### src/rtl/rx_peak_detector_pkg.sv
// Shared types and default widths for the receive peak detector.
package rx_peak_detector_pkg;

  // FSM state encodings
  typedef enum logic [1:0] {
    ST_IDLE   = 2'd0,
    ST_ARMED  = 2'd1,
    ST_TRACK  = 2'd2,
    ST_REPORT = 2'd3
  } state_t;

  // Defaults shared with the receive FIR accumulator
  localparam int unsigned DEF_DATA_W   = 41;
  localparam int unsigned DEF_IDX_W    = 16;
  localparam int unsigned DEF_WINDOW   = 64;
  localparam int unsigned DEF_MAX_WAIT = 4096;

endpackage

### src/rtl/rx_peak_detector_abs_sat.sv
// Registered saturating absolute value of a signed sample.
module rx_abs_sat
  import rx_peak_detector_pkg::*;
#(
  parameter int unsigned DATA_W = DEF_DATA_W
) (
  input  logic                     clk,
  input  logic                     rst,
  input  logic                     clr,
  input  logic                     load,
  input  logic signed [DATA_W-1:0] sample,
  output logic [DATA_W-1:0]        mag
);

  localparam logic [DATA_W-1:0] MOST_NEG = {1'b1, {(DATA_W-1){1'b0}}};
  localparam logic [DATA_W-1:0] POS_MAX  = {1'b0, {(DATA_W-1){1'b1}}};

  logic [DATA_W-1:0] raw_c;
  logic [DATA_W-1:0] abs_c;

  // Two's-complement negate, with the most negative code clamped to the largest positive
  always_comb begin
    raw_c = $unsigned(sample);
    abs_c = raw_c;
    if (raw_c == MOST_NEG) begin
      abs_c = POS_MAX;
    end else if (raw_c[DATA_W-1]) begin
      abs_c = ~raw_c + DATA_W'(1);
    end
  end

  // Capture the magnitude on each sample strobe
  always_ff @(posedge clk or posedge rst) begin
    if (rst) begin
      mag <= '0;
    end else if (clr) begin
      mag <= '0;
    end else if (load) begin
      mag <= abs_c;
    end
  end

endmodule

### src/rtl/rx_peak_detector.sv
// Threshold-triggered windowed peak detector behind the receive FIR filter.
module rx_peak_detector
  import rx_peak_detector_pkg::*;
#(
  parameter int unsigned DATA_W   = DEF_DATA_W,
  parameter int unsigned WINDOW   = DEF_WINDOW,
  parameter int unsigned MAX_WAIT = DEF_MAX_WAIT,
  parameter int unsigned IDX_W    = DEF_IDX_W
) (
  input  logic                     crx_clk,
  input  logic                     rrx_rst,
  input  logic                     erx_en,
  input  logic signed [DATA_W-1:0] isample,
  input  logic                     inew_sample,
  input  logic [DATA_W-1:0]        ithreshold,
  input  logic                     istart,
  output logic                     obusy,
  output logic                     opeak_valid,
  output logic                     odetected,
  output logic [DATA_W-1:0]        opeak_value,
  output logic [IDX_W-1:0]         opeak_index
);

  localparam int unsigned WIN_W  = $clog2(WINDOW + 1);
  localparam int unsigned WAIT_W = $clog2(MAX_WAIT + 1);
  localparam logic [WIN_W-1:0]  WIN_LAST  = WIN_W'(WINDOW - 1);
  localparam logic [WAIT_W-1:0] WAIT_LAST = WAIT_W'(MAX_WAIT - 1);

  state_t             state;
  logic [DATA_W-1:0]  mag;
  logic               tag;
  logic [DATA_W-1:0]  peak_mag;
  logic [IDX_W-1:0]   peak_idx;
  logic [IDX_W-1:0]   idx_cnt;
  logic [WIN_W-1:0]   win_cnt;
  logic [WAIT_W-1:0]  wait_cnt;

  logic               better_c;
  logic [IDX_W-1:0]   idx_next_c;
  logic [DATA_W-1:0]  track_peak_c;
  logic [IDX_W-1:0]   track_idx_c;

  // Stage 1 magnitude
  rx_abs_sat #(
    .DATA_W (DATA_W)
  ) u_abs (
    .clk    (crx_clk),
    .rst    (rrx_rst),
    .clr    (~erx_en),
    .load   (inew_sample),
    .sample (isample),
    .mag    (mag)
  );

  // Stage 1 count tag: only samples strobed while armed or tracking are counted
  always_ff @(posedge crx_clk or posedge rrx_rst) begin
    if (rrx_rst) begin
      tag <= 1'b0;
    end else if (!erx_en) begin
      tag <= 1'b0;
    end else begin
      tag <= inew_sample && ((state == ST_ARMED) || (state == ST_TRACK));
    end
  end

  // Saturating index increment and strictly-greater peak candidate (ties keep earliest)
  always_comb begin
    better_c     = 1'b0;
    idx_next_c   = idx_cnt;
    track_peak_c = peak_mag;
    track_idx_c  = peak_idx;
    if (idx_cnt != {IDX_W{1'b1}}) begin
      idx_next_c = idx_cnt + IDX_W'(1);
    end
    if (mag > peak_mag) begin
      better_c = 1'b1;
    end
    if (better_c) begin
      track_peak_c = mag;
      track_idx_c  = idx_cnt;
    end
  end

  // Stage 2 FSM, counters, peak registers and registered outputs
  always_ff @(posedge crx_clk or posedge rrx_rst) begin
    if (rrx_rst) begin
      state       <= ST_IDLE;
      peak_mag    <= '0;
      peak_idx    <= '0;
      idx_cnt     <= '0;
      win_cnt     <= '0;
      wait_cnt    <= '0;
      obusy       <= 1'b0;
      opeak_valid <= 1'b0;
      odetected   <= 1'b0;
      opeak_value <= '0;
      opeak_index <= '0;
    end else if (!erx_en) begin
      state       <= ST_IDLE;
      peak_mag    <= '0;
      peak_idx    <= '0;
      idx_cnt     <= '0;
      win_cnt     <= '0;
      wait_cnt    <= '0;
      obusy       <= 1'b0;
      opeak_valid <= 1'b0;
      odetected   <= 1'b0;
      opeak_value <= '0;
      opeak_index <= '0;
    end else begin
      opeak_valid <= 1'b0;
      case (state)
        ST_IDLE: begin
          if (istart) begin
            state       <= ST_ARMED;
            obusy       <= 1'b1;
            peak_mag    <= '0;
            peak_idx    <= '0;
            idx_cnt     <= '0;
            win_cnt     <= '0;
            wait_cnt    <= '0;
            odetected   <= 1'b0;
            opeak_value <= '0;
            opeak_index <= '0;
          end
        end
        ST_ARMED: begin
          if (tag) begin
            idx_cnt <= idx_next_c;
            if (mag >= ithreshold) begin
              peak_mag <= mag;
              peak_idx <= idx_cnt;
              win_cnt  <= WIN_W'(1);
              if (WINDOW == 1) begin
                state       <= ST_REPORT;
                opeak_valid <= 1'b1;
                odetected   <= 1'b1;
                opeak_value <= mag;
                opeak_index <= idx_cnt;
              end else begin
                state <= ST_TRACK;
              end
            end else if (wait_cnt == WAIT_LAST) begin
              state       <= ST_REPORT;
              opeak_valid <= 1'b1;
              odetected   <= 1'b0;
              opeak_value <= '0;
              opeak_index <= '0;
            end else begin
              wait_cnt <= wait_cnt + WAIT_W'(1);
            end
          end
        end
        ST_TRACK: begin
          if (tag) begin
            idx_cnt  <= idx_next_c;
            peak_mag <= track_peak_c;
            peak_idx <= track_idx_c;
            win_cnt  <= win_cnt + WIN_W'(1);
            if (win_cnt == WIN_LAST) begin
              state       <= ST_REPORT;
              opeak_valid <= 1'b1;
              odetected   <= 1'b1;
              opeak_value <= track_peak_c;
              opeak_index <= track_idx_c;
            end
          end
        end
        ST_REPORT: begin
          state <= ST_IDLE;
          obusy <= 1'b0;
        end
        default: begin
          state <= ST_IDLE;
          obusy <= 1'b0;
        end
      endcase
    end
  end

endmodule
### config.mk
export PLATFORM = sky130hd
export DESIGN_NAME = rx_peak_detector
export DESIGN_NICKNAME = d
export VERILOG_FILES = /design/src/rtl/rx_peak_detector_pkg.sv /design/src/rtl/rx_peak_detector_abs_sat.sv /design/src/rtl/rx_peak_detector.sv
export SDC_FILE = /design/constraint.sdc
export NUM_CORES = 1
export LEC_CHECK = 0
export BUFFER_PORTS_ARGS = -buffer_cell sky130_fd_sc_hd__buf_4
export CORE_ASPECT_RATIO = 1.1
export CORE_UTILIZATION = 40
export CTS_CLUSTER_DIAMETER = 50
export DETAILED_ROUTE_END_ITERATION = 12
export PLACE_DENSITY = 0.64
export SLEW_MARGIN = 40
export SYNTH_ARGS = -nofsm -noshare
export SYNTH_HDL_FRONTEND = slang
export SYNTH_HIERARCHICAL = 1
export SYNTH_SLANG_ARGS = --single-unit
### constraint.sdc
create_clock -name crx_clk -period 7.7 [get_ports crx_clk]
set_input_delay 1.54 -clock crx_clk [delete_from_list [all_inputs] [get_ports crx_clk]]
set_output_delay 1.54 -clock crx_clk [all_outputs]
set_load 0.05 [all_outputs]
After elaboration in Yosys (flattened, before gate mapping)

Cells that the tools add are included.

Mux-type cells: 76
Eq/ne operators: 23
Reductions and logical operators: 10
Order comparisons: 2
Add/subtract/negate cells: 4
Bitwise logic cells: 1

Operators with widths:

| cell                    | count |
|---|---|
| $mux W41                | 16 |
| $pmux W41 S3            | 2 |
| $mux W16                | 15 |
| $pmux W16 S3            | 2 |
| $mux W13                | 5 |
| $add A41 B1 Y41 const B | 1 |
| $eq A41 B41 Y1 const B  | 1 |
| $ge A41 B41 Y1          | 1 |
| $gt A41 B41 Y1          | 1 |
| $not A41 Y41            | 1 |
| $mux W7                 | 5 |
| $pmux W16 S2            | 1 |
| $pmux W13 S2            | 1 |
| $pmux W7 S3             | 1 |
| $ne A3 B2 Y1 const B    | 6 |
| $mux W1                 | 17 |
| $add A16 B1 Y16 const B | 1 |
| $ne A16 B16 Y1 const B  | 1 |
| $ne A3 B3 Y1 const B    | 5 |
| $reduce_and A5 Y1       | 3 |
| $mux W2                 | 7 |
| $add A13 B1 Y13 const B | 1 |
| $eq A13 B12 Y1 const B  | 1 |
| $pmux W2 S4             | 1 |
| other kinds (17)        | 20 |

Register bits: 197
Input bits: 87
Logic and storage cells: 129

Depth between registers and ports, before layout

Word-level depth: 7
Gate-level depth with buffers: 13
Gate-level depth less buffers: 10

Hierarchy

The synthesis kept the hierarchy.

Modules (own cells, without submodules):

| module           | area each (µm²) | instances | sequential area each (µm²) | cells an instance |
|---|---|---|---|---|
| rx_peak_detector | 9081.2          | 1         | 3903.7                     | 952 |
| rx_abs_sat       | 2479.9          | 1         | 1026.0                     | 260 |

Worst setup path after synthesis

OpenSTA, ideal clock, no wires.

Path kind: input-to-reg
Start: input port isample[13]
End: register u_abs.mag[39]
Slack: 3802 ps
Arrival time: 3804 ps
Required time: 7606 ps
Stages: 8
Cell sequence: or4_4 or3_1 clkbuf_1 or4_1 clkbuf_1 o41ai_1 xor2_1 a211oi_1

Word-level cells in the longest chain between the ends: 6

RTL lines:

| item                 | RTL line                       | text |
|---|---|---|
| from (decl)          | rx_peak_detector.sv:13         | `input logic signed [DATA_W-1:0] isample,` |
| $not A41 Y41         | rx_peak_detector_abs_sat.sv:28 | `abs_c = ~raw_c + DATA_W'(1);` |
| $add A41 B1 Y41      | rx_peak_detector_abs_sat.sv:28 |  |
| $mux W41             | rx_peak_detector_abs_sat.sv:27 | `end else if (raw_c[DATA_W-1]) begin` |
| $mux W41 (*)         | rx_peak_detector_abs_sat.sv:25 | `if (raw_c == MOST_NEG) begin` |
| $mux W41 (*)         | rx_peak_detector_abs_sat.sv:38 | `end else if (load) begin` |
| $mux W41 (*)         | rx_peak_detector_abs_sat.sv:36 | `end else if (clr) begin` |
| to (signal assigned) | rx_peak_detector_abs_sat.sv:39 | `mag <= abs_c;` |
| to (decl)            | rx_peak_detector_abs_sat.sv:12 | `output logic [DATA_W-1:0] mag` |

Every way passes the cells marked *; elsewhere a longest branch is shown, timed or not. The select of a mux whose other input is x is not followed.
A chain may end at the register's enable or synchronous reset.

Final worst setup path

Start: input port ithreshold[10]
End: register peak_mag[20]

Word-level cells in the longest chain between the ends: 3

RTL lines:

| item                        | RTL line                | text |
|---|---|---|
| from (decl)                 | rx_peak_detector.sv:15  | `input logic [DATA_W-1:0] ithreshold,` |
| $ge A41 B41 Y1              | rx_peak_detector.sv:130 | `if (mag >= ithreshold) begin` |
| $ne A3 B2 Y1 (no line)      | -                       |  |
| $reduce_and A5 Y1 (no line) | -                       |  |
| to (signal assigned)        | rx_peak_detector.sv:131 | `peak_mag <= mag;` |
| to (signal assigned)        | rx_peak_detector.sv:157 | `peak_mag <= track_peak_c;` |
| to (decl)                   | rx_peak_detector.sv:32  | `logic [DATA_W-1:0] peak_mag;` |

Every way passes these cells.

==> summary.md <==
| Metric | Value |
|---|---|
| Status | complete, no violations |
| Ys async rst share | 1.00 |
| Cell Pwr Density | 216 mW/mm^2 |
| Die width | 164 um |
| Number of global-route vias before repair | around 9,600 |
| RSZ-0062 raised after global routing | false |
| Root Buffer | clkbuf_16 |
| Initial antenna violation count | 1 |
| Synthesized cell area | 0.0116 mm^2 |
| Gr usage total | 0.217 |
| First-pass GRT wire length | 50,900 um |
| Crit path required time | just over 8 ns |
| CTS tree | yes |
| Setup slack after layout | 3.06 ns |
| DR vias | around 9,500 |
| Residual DRC count | 0 |
| Clock transition at the registers of the reported paths | 0.08 ns |
| Post-synth EDFFs | 0 |
| CTS sink cnt | just under 200 |
| Synthesized Nets | 1,390 |
| Crit path max fanout | 40 |
| Sequential share of the synthesized area | 0.426 |
| Final Max Slew Viols | 0 |
| Maxcap violations | 0 |
| Final hold vios | 0 |
| Nets | 1,503 |
| Final setup fails | 0 |
| CTS Buf Count | 17 |
| ANT nets after route | 0 |
| Clk buf depth | 2 |
| Min-Delay Path Class | register to register |
| Syn_area_per_cell | between 9 and 10 um^2 |
| Worst Path Arrival | between 5 and 6 ns |
| Worst-Margin Slew | 0.774 ns |
| IO buf count | 146 |
| Setup Crit Path Kind | input pin to register |
| Count leader, synth | dfrtp_1 |
| Post-CTS Setup Bufs | 0 |
| VDD IR max | ~0.15 mV |
| Drt initial violations | 673 |
| Relative slew slack | 0.480 |
| Yosys warns | 6 |
| Crit. End Element | register |
| Via density | between 5 and 6 |
| Largest net degree at the start of global routing | 94 |
| # hold bufs at CTS | 0 |
| Post_cts resized | 0 |
| Post-Syn Instances | 1,212 |
| Synth top area cells | dfrtp_1 (43%), ha_1 (9.8%), mux2i_1 (5.2%) |
| Final period utilization | 0.603 |
| Share of the synthesized area in the top cell type | 0.426 |
| Fmax | 215 MHz |
| Row cnt | 64 |
| Initial Utilization | 0.411 |
| Routed WL per cell | 18.0 um |
| DP Wirelength | 21,400 um |
| Layout area overhead | 16.9% |
| Post-synth top area cell | dfrtp_1 |
| Core Area | 0.0281 mm^2 |
| H-tree Lvls | 4 |
| Number of distinct library cells after synthesis | 64 |
| Die Y | 180 um |
| N_diodes | 0 |
| Routed WL | slightly above 30,000 um |
| Drt first pass iters | 5 |
| DIE AREA | 0.0296 mm^2 |
| Minimum clock period after layout | 4.64 ns |
| Post-route cell area | 0.0135 mm^2 |
| Layout cell share with drive strength beyond 1 | 0.167 |
| FF+latch area | ~0.0049 mm^2 |
| Yosys reg bits | 197 |
| Worst-Skew Late Latency | 0.44 ns |
| Top cells by count, synth | dfrtp_1 (197), nand2_1 (123), inv_1 (100), ha_1 (91), nor2_1 (80) |
| Startpoint Class | input pin |
| Setup_tns | 0 ns |
| Reg-to-reg slack, setup | about 3.8 ns |
| Post-layout util | 0.481 |
| GP Congestion | ~0.87 |
| IO Pins | 147 |
| Post-place setup slack | 2.62 ns |
| Skew final | 0.0130 ns |
| Total power | a little under 3 mW |
| Static Leak | ~6.4 nW |
| Fillers | 2,663 |
| Post-DP Area | about 0.013 mm^2 |
| Grt total ovfl | 0 |
| Multi-input gate area | 0.00601 mm^2 |
| Ys flop type | dfrtp_1 |
==> state kept, by name, summed over array words and instances, names as in the netlist <==
| register | count |
|---|---|
| idx_cnt | 16 |
| obusy | 1 |
| odetected | 1 |
| opeak_index | 16 |
| opeak_valid | 1 |
| opeak_value | 41 |
| peak_idx | 16 |
| peak_mag | 41 |
| state | 2 |
| tag | 1 |
| u_abs/mag | 41 |
| wait_cnt | 13 |
| win_cnt | 7 |
==> area by class of cell <==
class                           count  area share
Timing Repair Buffer              156      0.0872
Clock buffer                       20      0.0338
Sequential cell                   197       0.365
Tap cell                          363      0.0336
Clock inverter                     12     0.00805
Inverter                          100      0.0283
Multi-Input combinational cell    853       0.444
==> layout by cell type, fill, tap and decap left out, types with 52 or more instances in the layout <==
cell | netlist | layout
dfrtp_1 | 197 | 197
nand2_1 | 123 | 123
a22o_1 | 57 | 57
o21ai_0 | 74 | 73
nor2_1 | 80 | 79
mux2i_1 | 60 | 60
ha_1 | 91 | 91
inv_1 | 100 | 99
buf_4 | 0 | 154
a21oi_1 | 53 | 52
==> worst paths after layout <==
check / start / end / cells after the start
max: ithreshold[10] / peak_mag[20] / 13
min: odetected / odetected / 2
max reg2reg: u_abs/mag[10] / peak_mag[20] / 11
min reg2reg: odetected / odetected / 2
max in group asynchronous: rrx_rst / idx_cnt[13] / 3
min in group asynchronous: rrx_rst / opeak_value[23] / 2
==> cell families after synthesis <==
group	Yosys count	synth area share
AO/OA/AOI/OAI	330	0.194
buffers and inverters	162	0.0584
flip-flops	197	0.426
AND/OR/NAND/NOR	324	0.133
XOR/XNOR	46	0.0348
multiplexers	62	0.0539
adder cells (fa/ha/maj)	91	0.0985
==> worst max-delay path: stages <==
cell and delay [ns]:
buf_4 0.07, inv_1 0.03, ha_1 0.29, a21oi_1 0.07, o21ai_1 0.27, a41oi_1 0.14, nor4b_2 0.60, a21o_1 0.35
o31ai_1 0.13, buf_4 0.21, nor3_2 0.54, buf_4 0.53, a22o_1 0.21
==> power breakdown <==
group | internal (mW) | switching (mW) | total (mW)
logic | 0.291 | 0.601 | 0.893
clock network | 0.444 | 0.430 | 0.874
registers | 1.08 | 0.0642 | 1.15
==> per-stage QoR <==
step / instances / hold slack, ns
CTS: 1701 / 0.486
finish: 1701 / 0.481
floorplan: 1212 / 0.466
detailed placement: 1669 / 0.467
global placement: 1669 / 0.465
global route: 1701 / 0.508
==> layer usage <==
| layer | GRT usage | vias up | share of wire |
|---|---|---|---|
| li1 | - | 4571 | - |
| met1 | 0.309 | 4612 | 0.47 |
| met2 | 0.337 | 236 | 0.46 |
| met3 | 0.0325 | 38 | 0.045 |
| met4 | 0.0711 | 0 | 0.024 |
| met5 | 0 | - | 0 |
Power figures use the tool's default switching activity.
